[src/rtl/bb_logic_pipe_if.sv]
// Purpose : handshake bundle between a streaming producer/consumer and bb_logic_pipe.
// Latency : n/a (wires only).
// Backpressure: io_in_ready / io_out_ready carry the valid-ready handshakes on both sides.
//
// Ports (signals)
//   io_in_valid/io_in_ready     input beat handshake
//   io_in_a, io_in_b            WIDTH-bit operands
//   io_in_op                    00 AND, 01 OR, 10 XOR, 11 ACC (burst AND-reduce)
//   io_in_last                  final beat of an ACC burst
//   io_out_valid/io_out_ready   result beat handshake
//   io_out_result               WIDTH-bit result
//   io_out_beats                CNT_W-bit count of beats folded into the result
// master : the environment (drives operands, consumes results)
// slave  : the logic unit itself
interface bb_logic_pipe_if #(
  parameter int WIDTH = 8,
  parameter int CNT_W = 4
);
  logic             io_in_valid;
  logic             io_in_ready;
  logic [WIDTH-1:0] io_in_a;
  logic [WIDTH-1:0] io_in_b;
  logic [1:0]       io_in_op;
  logic             io_in_last;
  logic             io_out_valid;
  logic             io_out_ready;
  logic [WIDTH-1:0] io_out_result;
  logic [CNT_W-1:0] io_out_beats;

  modport master (
    output io_in_valid, io_in_a, io_in_b, io_in_op, io_in_last, io_out_ready,
    input  io_in_ready, io_out_valid, io_out_result, io_out_beats
  );

  modport slave (
    input  io_in_valid, io_in_a, io_in_b, io_in_op, io_in_last, io_out_ready,
    output io_in_ready, io_out_valid, io_out_result, io_out_beats
  );
endinterface

[src/rtl/bb_logic_pipe.sv]
// Purpose : WIDTH-bit bitwise AND/OR/XOR unit with burst AND-accumulate, STAGES-deep pipeline.
// Latency : STAGES cycles from accept to io_out_* when unstalled; each stall cycle adds one.
// Backpressure: whole pipe freezes when the output holds an unaccepted beat; io_in_ready follows.
//
// Ports
//   clock  rising-edge clock for all state
//   reset  synchronous, active-high; flushes the pipe and discards any partial burst
//   io     bb_logic_pipe_if.slave: input beat (a, b, op, last) and output beat (result, beats)
module bb_logic_pipe #(
  parameter int WIDTH  = 8,
  parameter int STAGES = 2,
  parameter int CNT_W  = 4
) (
  input  logic            clock,
  input  logic            reset,
  bb_logic_pipe_if.slave  io
);

  localparam logic [1:0]       OP_AND = 2'b00;
  localparam logic [1:0]       OP_OR  = 2'b01;
  localparam logic [1:0]       OP_XOR = 2'b10;
  localparam logic [1:0]       OP_ACC = 2'b11;
  localparam logic [WIDTH-1:0] ONES   = '1;
  localparam logic [CNT_W-1:0] CNT_MAX = '1;

  typedef struct packed {
    logic             vld;
    logic [CNT_W-1:0] beats;
    logic [WIDTH-1:0] dat;
  } stage_t;

  typedef enum logic {
    ACC_IDLE,
    ACC_ACCUM
  } acc_state_t;

  stage_t           pipe_q [STAGES];
  stage_t           push_d;
  acc_state_t       state_q;
  acc_state_t       state_d;
  logic [WIDTH-1:0] acc_q;
  logic [CNT_W-1:0] cnt_q;
  logic [WIDTH-1:0] acc_v;
  logic [CNT_W-1:0] acc_n;
  logic             adv;
  logic             accept;
  logic             acc_beat;

  // The pipe moves as one unit: it may advance whenever the last stage is
  // empty or being drained this cycle. No skid buffer, so the input sees the
  // same condition combinationally.
  assign adv         = io.io_out_ready | ~pipe_q[STAGES-1].vld;
  assign accept      = io.io_in_valid & adv;
  assign acc_beat    = accept & (io.io_in_op == OP_ACC);
  assign io.io_in_ready = adv;

  assign io.io_out_valid  = pipe_q[STAGES-1].vld;
  assign io.io_out_result = pipe_q[STAGES-1].dat;
  assign io.io_out_beats  = pipe_q[STAGES-1].beats;

  // ACC FSM: state register
  always_ff @(posedge clock) begin
    if (reset) begin
      state_q <= ACC_IDLE;
    end else begin
      state_q <= state_d;
    end
  end

  // ACC FSM: next state. Only accepted ACC beats move it; other ops that
  // arrive mid-burst leave the burst untouched.
  always_comb begin
    state_d = state_q;
    if (acc_beat) begin
      state_d = io.io_in_last ? ACC_IDLE : ACC_ACCUM;
    end
  end

  // ACC FSM: outputs. A burst starts from an all-ones seed so the first beat
  // reduces to a&b, and the beat count saturates rather than wrapping.
  always_comb begin
    logic [WIDTH-1:0] seed;
    logic [CNT_W-1:0] base;
    seed  = (state_q == ACC_IDLE) ? ONES : acc_q;
    base  = (state_q == ACC_IDLE) ? '0 : cnt_q;
    acc_v = seed & io.io_in_a & io.io_in_b;
    acc_n = (base == CNT_MAX) ? CNT_MAX : base + CNT_W'(1);

    push_d = '0;
    if (accept) begin
      unique case (io.io_in_op)
        OP_AND: push_d = '{vld: 1'b1, beats: CNT_W'(1), dat: io.io_in_a & io.io_in_b};
        OP_OR:  push_d = '{vld: 1'b1, beats: CNT_W'(1), dat: io.io_in_a | io.io_in_b};
        OP_XOR: push_d = '{vld: 1'b1, beats: CNT_W'(1), dat: io.io_in_a ^ io.io_in_b};
        OP_ACC: begin
          // Non-final burst beats enter the pipe as bubbles.
          if (io.io_in_last) begin
            push_d = '{vld: 1'b1, beats: acc_n, dat: acc_v};
          end
        end
        default: push_d = '0;
      endcase
    end
  end

  // Running accumulator and beat count for the open burst.
  always_ff @(posedge clock) begin
    if (reset) begin
      acc_q <= ONES;
      cnt_q <= '0;
    end else if (acc_beat) begin
      if (io.io_in_last) begin
        acc_q <= ONES;
        cnt_q <= '0;
      end else begin
        acc_q <= acc_v;
        cnt_q <= acc_n;
      end
    end
  end

  // Pipeline registers; a stalled pipe holds every stage, which keeps io_out_*
  // stable while the consumer is not ready.
  always_ff @(posedge clock) begin
    if (reset) begin
      for (int i = 0; i < STAGES; i++) begin
        pipe_q[i] <= '0;
      end
    end else if (adv) begin
      pipe_q[0] <= push_d;
      for (int i = 1; i < STAGES; i++) begin
        pipe_q[i] <= pipe_q[i-1];
      end
    end
  end

endmodule

[src/flat_wrapper.sv]
// flat-port wrapper written by rule: the top's interface ports become plain ports
module bb_logic_pipe_flat 
#(
  parameter int WIDTH  = 8,
  parameter int STAGES = 2,
  parameter int CNT_W  = 4
)
  (clock, reset, io_io_in_valid, io_io_in_a, io_io_in_b, io_io_in_op, io_io_in_last, io_io_out_ready, io_io_in_ready, io_io_out_valid, io_io_out_result, io_io_out_beats);
  bb_logic_pipe_if #(.WIDTH(WIDTH), .CNT_W(CNT_W)) io_i ();
  input  logic clock;
  input  logic reset;
  input wire logic [$bits(io_i.io_in_valid)-1:0] io_io_in_valid;
  input wire logic [$bits(io_i.io_in_a)-1:0] io_io_in_a;
  input wire logic [$bits(io_i.io_in_b)-1:0] io_io_in_b;
  input wire logic [$bits(io_i.io_in_op)-1:0] io_io_in_op;
  input wire logic [$bits(io_i.io_in_last)-1:0] io_io_in_last;
  input wire logic [$bits(io_i.io_out_ready)-1:0] io_io_out_ready;
  output wire logic [$bits(io_i.io_in_ready)-1:0] io_io_in_ready;
  output wire logic [$bits(io_i.io_out_valid)-1:0] io_io_out_valid;
  output wire logic [$bits(io_i.io_out_result)-1:0] io_io_out_result;
  output wire logic [$bits(io_i.io_out_beats)-1:0] io_io_out_beats;
  assign io_i.io_in_valid = io_io_in_valid;
  assign io_i.io_in_a = io_io_in_a;
  assign io_i.io_in_b = io_io_in_b;
  assign io_i.io_in_op = io_io_in_op;
  assign io_i.io_in_last = io_io_in_last;
  assign io_i.io_out_ready = io_io_out_ready;
  assign io_io_in_ready = io_i.io_in_ready;
  assign io_io_out_valid = io_i.io_out_valid;
  assign io_io_out_result = io_i.io_out_result;
  assign io_io_out_beats = io_i.io_out_beats;
  bb_logic_pipe #(.WIDTH(WIDTH), .STAGES(STAGES), .CNT_W(CNT_W)) u_core (.clock(clock), .reset(reset), .io(io_i));
endmodule
[config.mk]
export PLATFORM = sky130hd
export DESIGN_NAME = bb_logic_pipe_flat
export DESIGN_NICKNAME = d
export VERILOG_FILES = /design/src/rtl/bb_logic_pipe_if.sv /design/src/rtl/bb_logic_pipe.sv /design/src/flat_wrapper.sv
export SDC_FILE = /design/constraint.sdc
export NUM_CORES = 1
export LEC_CHECK = 0
export CAP_MARGIN = 20
export CELL_PAD_IN_SITES_DETAIL_PLACEMENT = 1
export CELL_PAD_IN_SITES_GLOBAL_PLACEMENT = 1
export CORE_ASPECT_RATIO = 0.6
export CORE_MARGIN = 2
export CORE_UTILIZATION = 41
export DETAILED_ROUTE_END_ITERATION = 8
export PLACE_DENSITY = 0.8
export SLEW_MARGIN = 10
export SYNTH_ARGS = -nofsm -noshare
export SYNTH_HDL_FRONTEND = slang
export SYNTH_SLANG_ARGS = --single-unit
[constraint.sdc]
create_clock -name clock -period 2.46 [get_ports clock]
set_clock_uncertainty 0.2 [all_clocks]
set_input_delay 0.246 -clock clock [delete_from_list [all_inputs] [get_ports clock]]
set_output_delay 0.246 -clock clock [all_outputs]
set_load 0.01 [all_outputs]
==> results.cfg, run 1 <==
[route]
vias = 1812
drtPass1Iterations = 4
antenna_left = 0
drc = 0
viasPerCell = 5.51
post_drt_wl_per_cell_um = 16.6
drt_wl_total_um = 5470
drt_iter0_markers = 69

[setup_path]
critPathSlowestCell = o311ai_0
cp_num_buf_inv = 1
cp.required_ns = 2.28
r2r_slack_ns = 0.32
path_cells = nand2_1 -> inv_1 -> ha_1 -> o311ai_0 -> nor3_1
rr_worst_depth = 5
cp_max_fo = 14
r2r-start = u_core.state_q
crit_family = compound AO/OA/AOI/OAI gates
worstSetupPathType = reg -> reg
startpoint_type = flop
arrival_ns = 1.96
critPathLaunch = u_core.state_q
critPathMaxStageDelay_ns = 0.68
end_kind = flop
rr_endpoint = u_core.pipe_q[0][11]

[clock_tree]
cts_setup_buffers = 0
clock_latency_ns = 0.29
cts_buffers = 5
clk_pin_slew_worst_paths_ns = 0.08
cts_tree = done
cts_htree_levels = 2
cts.sinks = 39
cts_hold_buf = 0
ctsRootBufferMaster = clkbuf_8
post_cts_resized = 0
cts_max_path_buffers = 2

[die]
num_io_pins = 37
dieArea_mm2 = 0.00628
core-area_mm2 = 0.00552
row_count = 21
die_width_um = 101
start_util_pct = 41.9
fp.dieH_um = 62.2

[min_path]
hold_depth = 2
hp-class = reg -> reg
hold_end = u_core.cnt_q[0]
min_from = u_core.cnt_q[0]

[placement]
io_buffer_count = 36
dp_slack_ns = 0.256
hpwl_um = 4090
gp_congestion = 0.848

[timing]
slew_headroom_pct = 49.8
tns_ns = 0
timing.final.crit_period_ns = 2.14
drv_slew = 0
hold_violations = 0
setup_slack_ns = 0.322
worstMarginPinSlew_ns = 0.743
fmax_mhz = 468
grt_setup_unrepaired = no
fin_crit_sh_pct = 86.9
setup_violations = 0

[job]
drv_cap = 0

[synthesis]
synth_top_area_cell = edfxtp_1
yosys-mux-area-fraction_pct = 0.433
synth_top_flop_cell = edfxtp_1
syn_area_mm2 = 0.00231
synthAdderAreaFrac_pct = 9.20
synth-simple-area-share_pct = 15.7
yosysWarnings = 0
ys_ff_latch = 39
async_flop_share_pct = 0
synth_area_leaders = edfxtp_1 34%, dfxtp_1 11%, ha_1 9.2%
synth_compound_area_share_pct = 19.1
postSynthCellCount = 234
yosys.cell_types.count = 34
synth_nets = 274
synth_top_family_by_area = compound AO/OA/AOI/OAI gates
avgSynthCellArea_um2 = 9.88
synth_edf_count = 26
ys_seq_area_share_pct = 45.0
synth_xor_area_share_pct = 0
synth.top_cell.area_share_pct = 33.8

[final_layout]
syn_to_final_growth_pct = 20.9
multi_input_area_mm2 = 0.00103
final_nets = 299
seq_area_mm2 = 0.00104
num_antenna_cells = 0
drive_gt1_share_pct = 9.62
fillers = 617

[power_and_ir_drop]
leakagePower_nw = 1.17
peakVddDrop_v = 0.000227
powerDensity_mw_per_mm2 = 534

[run_status]
outcome = completed

[grt]
grt.overflow.total = 0
grt_start_max_net_pins = 25
met2_usage_pct = 27.3
grt_busiest_layer = met2
grt_pass1_wl_um = 8900
grt_usage_pct = 18.2
antenna_found_initial = 0
grt_pass1_vias = 1781
gr-usage-met1_pct = 26.4
gr-usage-met3_pct = 4.17
layout by cell type (no fill, tap or decap), types with 2 or more instances in the layout:
master / n
a211oi_1: 2
a211oi_2: 6
a21oi_1: 26
a31oi_1: 2
and3_1: 15
buf_4: 8
clkbuf_8: 5
clkdlybuf4s50_1: 36
dfxtp_1: 13
edfxtp_1: 26
ha_1: 17
inv_1: 22
nand2_1: 12
nand3_1: 4
nor2b_1: 9
nor3_1: 12
o2111a_1: 8
o21ai_0: 10
o32ai_1: 2
or3_1: 7
report_power, final:
group / switching [mW] / internal, mW
Combinational: 0.111 / 0.103
Sequential: 0.0135 / 0.729
Clock: 0.234 / 0.302
Total: 0.359 / 1.13
synth_stat cells (2+ instances only):
cell      instances
a21oi_1          26
edfxtp_1         26
inv_1            22
ha_1             17
and3_1           15
dfxtp_1          13
buf_4            12
nand2_1          12
nor3_1           12
o21ai_0          10
nor2b_1           9
buf_2             8
o2111a_1          8
clkbuf_1          7
or3_1             7
a211oi_2          6
nand3_1           4
a211oi_1          2
a31oi_1           2
o32ai_1           2
cell type report:
| type | instances | area share [%] |
|---|---|---|
| Sequential cell | 39 | 37.2 |
| Tap cell | 69 | 3.09 |
| Multi-Input combinational cell | 145 | 36.8 |
| Inverter | 23 | 3.09 |
| Clock inverter | 3 | 1.57 |
| Timing Repair Buffer | 45 | 15.8 |
| Clock buffer | 5 | 2.46 |
per-layer routing:
metal  vias up  routed length (um)
met1       871                2740
met3         9                 236
met2        40                2420
li1        892                   -
met4         0                  71
met5         -                   0
cells by family after synthesis:
logic type               after synthesis
flip-flops                            39
AND/OR/NAND/NOR                       65
adder cells (fa/ha/maj)               17
AO/OA/AOI/OAI                         62
buffers and inverters                 50
multiplexers                           1
worst register-to-register path: cells and delay by family (launching register included):
family | cells | cell delay [ns]
adders and majority gates | 1 | 0.23
buffers and inverters | 1 | 0.06
DFF | 1 | 0.45
and+or+nand+nor | 2 | 0.26
AOI/OAI and AO/OA | 1 | 0.68
stage by stage:
stage	hold WS (ns)	utilization, %	power [mW]	area (um^2)	instances
final	0.317	50.7	1.49	2800	329
after global routing	0.355	50.7	1.56	2800	329
after CTS	0.319	50.7	1.51	2800	329
after detailed placement	0.307	48.6	0.972	2680	321
after global placement	0.303	48.6	0.962	2680	321
after floorplan	0.115	-	0.872	2310	234
worst max path at each step:
stage | end | slack [ns] | cells past startpoint
finish | u_core.pipe_q[0][11] | 0.32 | 5
global route | u_core.pipe_q[0][11] | 0.27 | 5
CTS | u_core.pipe_q[0][11] | 0.38 | 5
detailed placement | u_core.pipe_q[0][6] | 0.26 | 4
global placement | u_core.pipe_q[0][0] | 0.30 | 4
floorplan | u_core.pipe_q[0][0] | 0.72 | 2
registers in the layout, indices dropped and copies added, names as in the netlist:
| signal | flops |
|---|---|
| u_core.cnt_q | 4 |
| u_core.pipe_q | 26 |
| u_core.state_q | 1 |
| u_core.acc_q | 8 |
Power figures use the tool's default switching activity.
==> run 2: changes to the inputs <==
Settings changed: CORE_UTILIZATION 41 to 42, PLACE_DENSITY 0.8 to 0.82, REMOVE_ABC_BUFFERS set to 1.
Clock period 2.46 ns to 2.5 ns, I/O delays scaled along.
==> results.cfg, run 2 (synthesized netlist as in run 1, its figures left out) <==
[power_and_ir_drop]
power_frac_comb_pct = 15.9
switching_share_pct = 25.9
p_int_mw = 1.02
p_switching_mw = 0.355
clkPwrFrac_pct = 30.8
power_mw = 1.37
powerDensity_mw_per_mm2 = 495
peakVddDrop_v = 0.000259
leakagePower_nw = 1.16
p_seq_share_pct = 53.3

[setup_path]
cp.required_ns = 2.32
r2r-start = u_core.state_q
critPathLaunch = u_core.state_q
rr_worst_depth = 5
end_kind = flop
cp_max_fo = 14
arrival_ns = 1.86
startpoint_type = flop
r2r_slack_ns = 0.46
worstSetupPathType = reg -> reg

[final_layout]
num_antenna_cells = 0
syn_to_final_growth_pct = 19.7
final_cell_mix = 36 x clkdlybuf4s50_1, 26 x a21oi_1, 26 x edfxtp_1
layout_commonest_cell = clkdlybuf4s50_1
layout.cells.non_filler = 327
largest_reg_flops = 26
seq_area_mm2 = 0.00104
drive_gt1_share_pct = 9.20
multi_input_area_mm2 = 0.00103
final_nets = 300
reg_top3 = u_core.pipe_q x26, u_core.acc_q x8, u_core.cnt_q x4
max_flop_register = u_core.pipe_q
fillers = 588
final_core_util_pct = 53.4

[grt]
grt_start_max_net_pins = 34
antenna_found_initial = 0
grt.overflow.total = 0
grt_pass1_vias = 1839
grt_usage_pct = 20.4
grt_pass1_wl_um = 9320

[clock_tree]
cts_hold_buf = 0
post_cts_resized = 0
clock_latency_ns = 0.29
ctsRootBufferMaster = clkbuf_8
cts_buffers = 5
clk_pin_slew_worst_paths_ns = 0.08
cts_setup_buffers = 0
cts.sinks = 39
cts_htree_levels = 2
cts_tree = done
cts_max_path_buffers = 2

[placement]
dp_cells = 319
gp_congestion = 0.818
hpwl_um = 4230
io_buffer_count = 36
dp_slack_ns = 0.202

[die]
dieArea_mm2 = 0.00613
fp.dieH_um = 61.5
num_io_pins = 37
row_count = 20
start_util_pct = 44.6
core-area_mm2 = 0.00518
die_width_um = 99.8

[timing]
slew_headroom_pct = 62.8
timing.final.crit_period_ns = 2.04
grt_setup_unrepaired = no
fmax_mhz = 490
drv_slew = 0
worstMarginPinSlew_ns = 0.551
hold_violations = 0
tns_ns = 0
setup_violations = 0
fin_crit_sh_pct = 81.6
setup_slack_ns = 0.459

[route]
drc = 0
drt_wl_total_um = 5830
drtPass1Iterations = 4
viasPerCell = 5.62
post_drt_wl_per_cell_um = 17.8
drt_iter0_markers = 80
vias = 1837
antenna_left = 0

[min_path]
min_from = u_core.cnt_q[0]
hp-class = reg -> reg
hold_depth = 2

[job]
drv_cap = 0

[run_status]
outcome = completed
==> run 2: power groups by stage <==
stage | Clock, mW | Combinational, mW | Sequential [mW]
2_1_floorplan | 0 | 0.0839 | 0.747
3_3_place_gp | 0 | 0.207 | 0.744
3_5_place_dp | 0 | 0.218 | 0.746
4_1_cts | 0.429 | 0.219 | 0.731
5_1_grt | 0.457 | 0.238 | 0.734
6_report | 0.422 | 0.218 | 0.731
==> run 2: cell type report <==
cell class                      instances  area share, %
Timing Repair Buffer                   46           16.2
Tap cell                               66           2.98
Clock buffer                            7           2.76
Multi-Input combinational cell        145           37.2
Clock inverter                          1          0.181
Sequential cell                        39           37.6
Inverter                               23           3.12
==> run 2: critical path, cell delays in order (launching register included) <==
cell and delay, ns:
dfxtp_1 0.47, nand2_1 0.17, inv_1 0.05, ha_1 0.23, o311ai_0 0.53, nor3_1 0.12
==> run 2: worst paths after layout <==
| kind | to |
|---|---|
| setup / recovery | u_core.pipe_q[0][11] |
| hold / removal | u_core.cnt_q[0] |
| setup reg to reg | u_core.pipe_q[0][11] |
| hold reg to reg | u_core.cnt_q[0] |
==> run 2: routing by layer <==
layer	part of all wire, %	vias to the layer above	wire length, um	global-route usage (%)
li1	-	891	-	-
met1	47	891	2740	26.1
met2	46	53	2680	34.5
met3	6.9	2	403	7.72
met4	0.17	0	10	3.33
met5	0	-	0	0
==> run 2: metrics by stage <==
step | instance area [um^2] | hold WS [ns]
finish | 2770 | 0.331
global route | 2770 | 0.368
CTS | 2770 | 0.338
detailed placement | 2690 | 0.326
global placement | 2690 | 0.301
floorplan | 2160 | 0.119
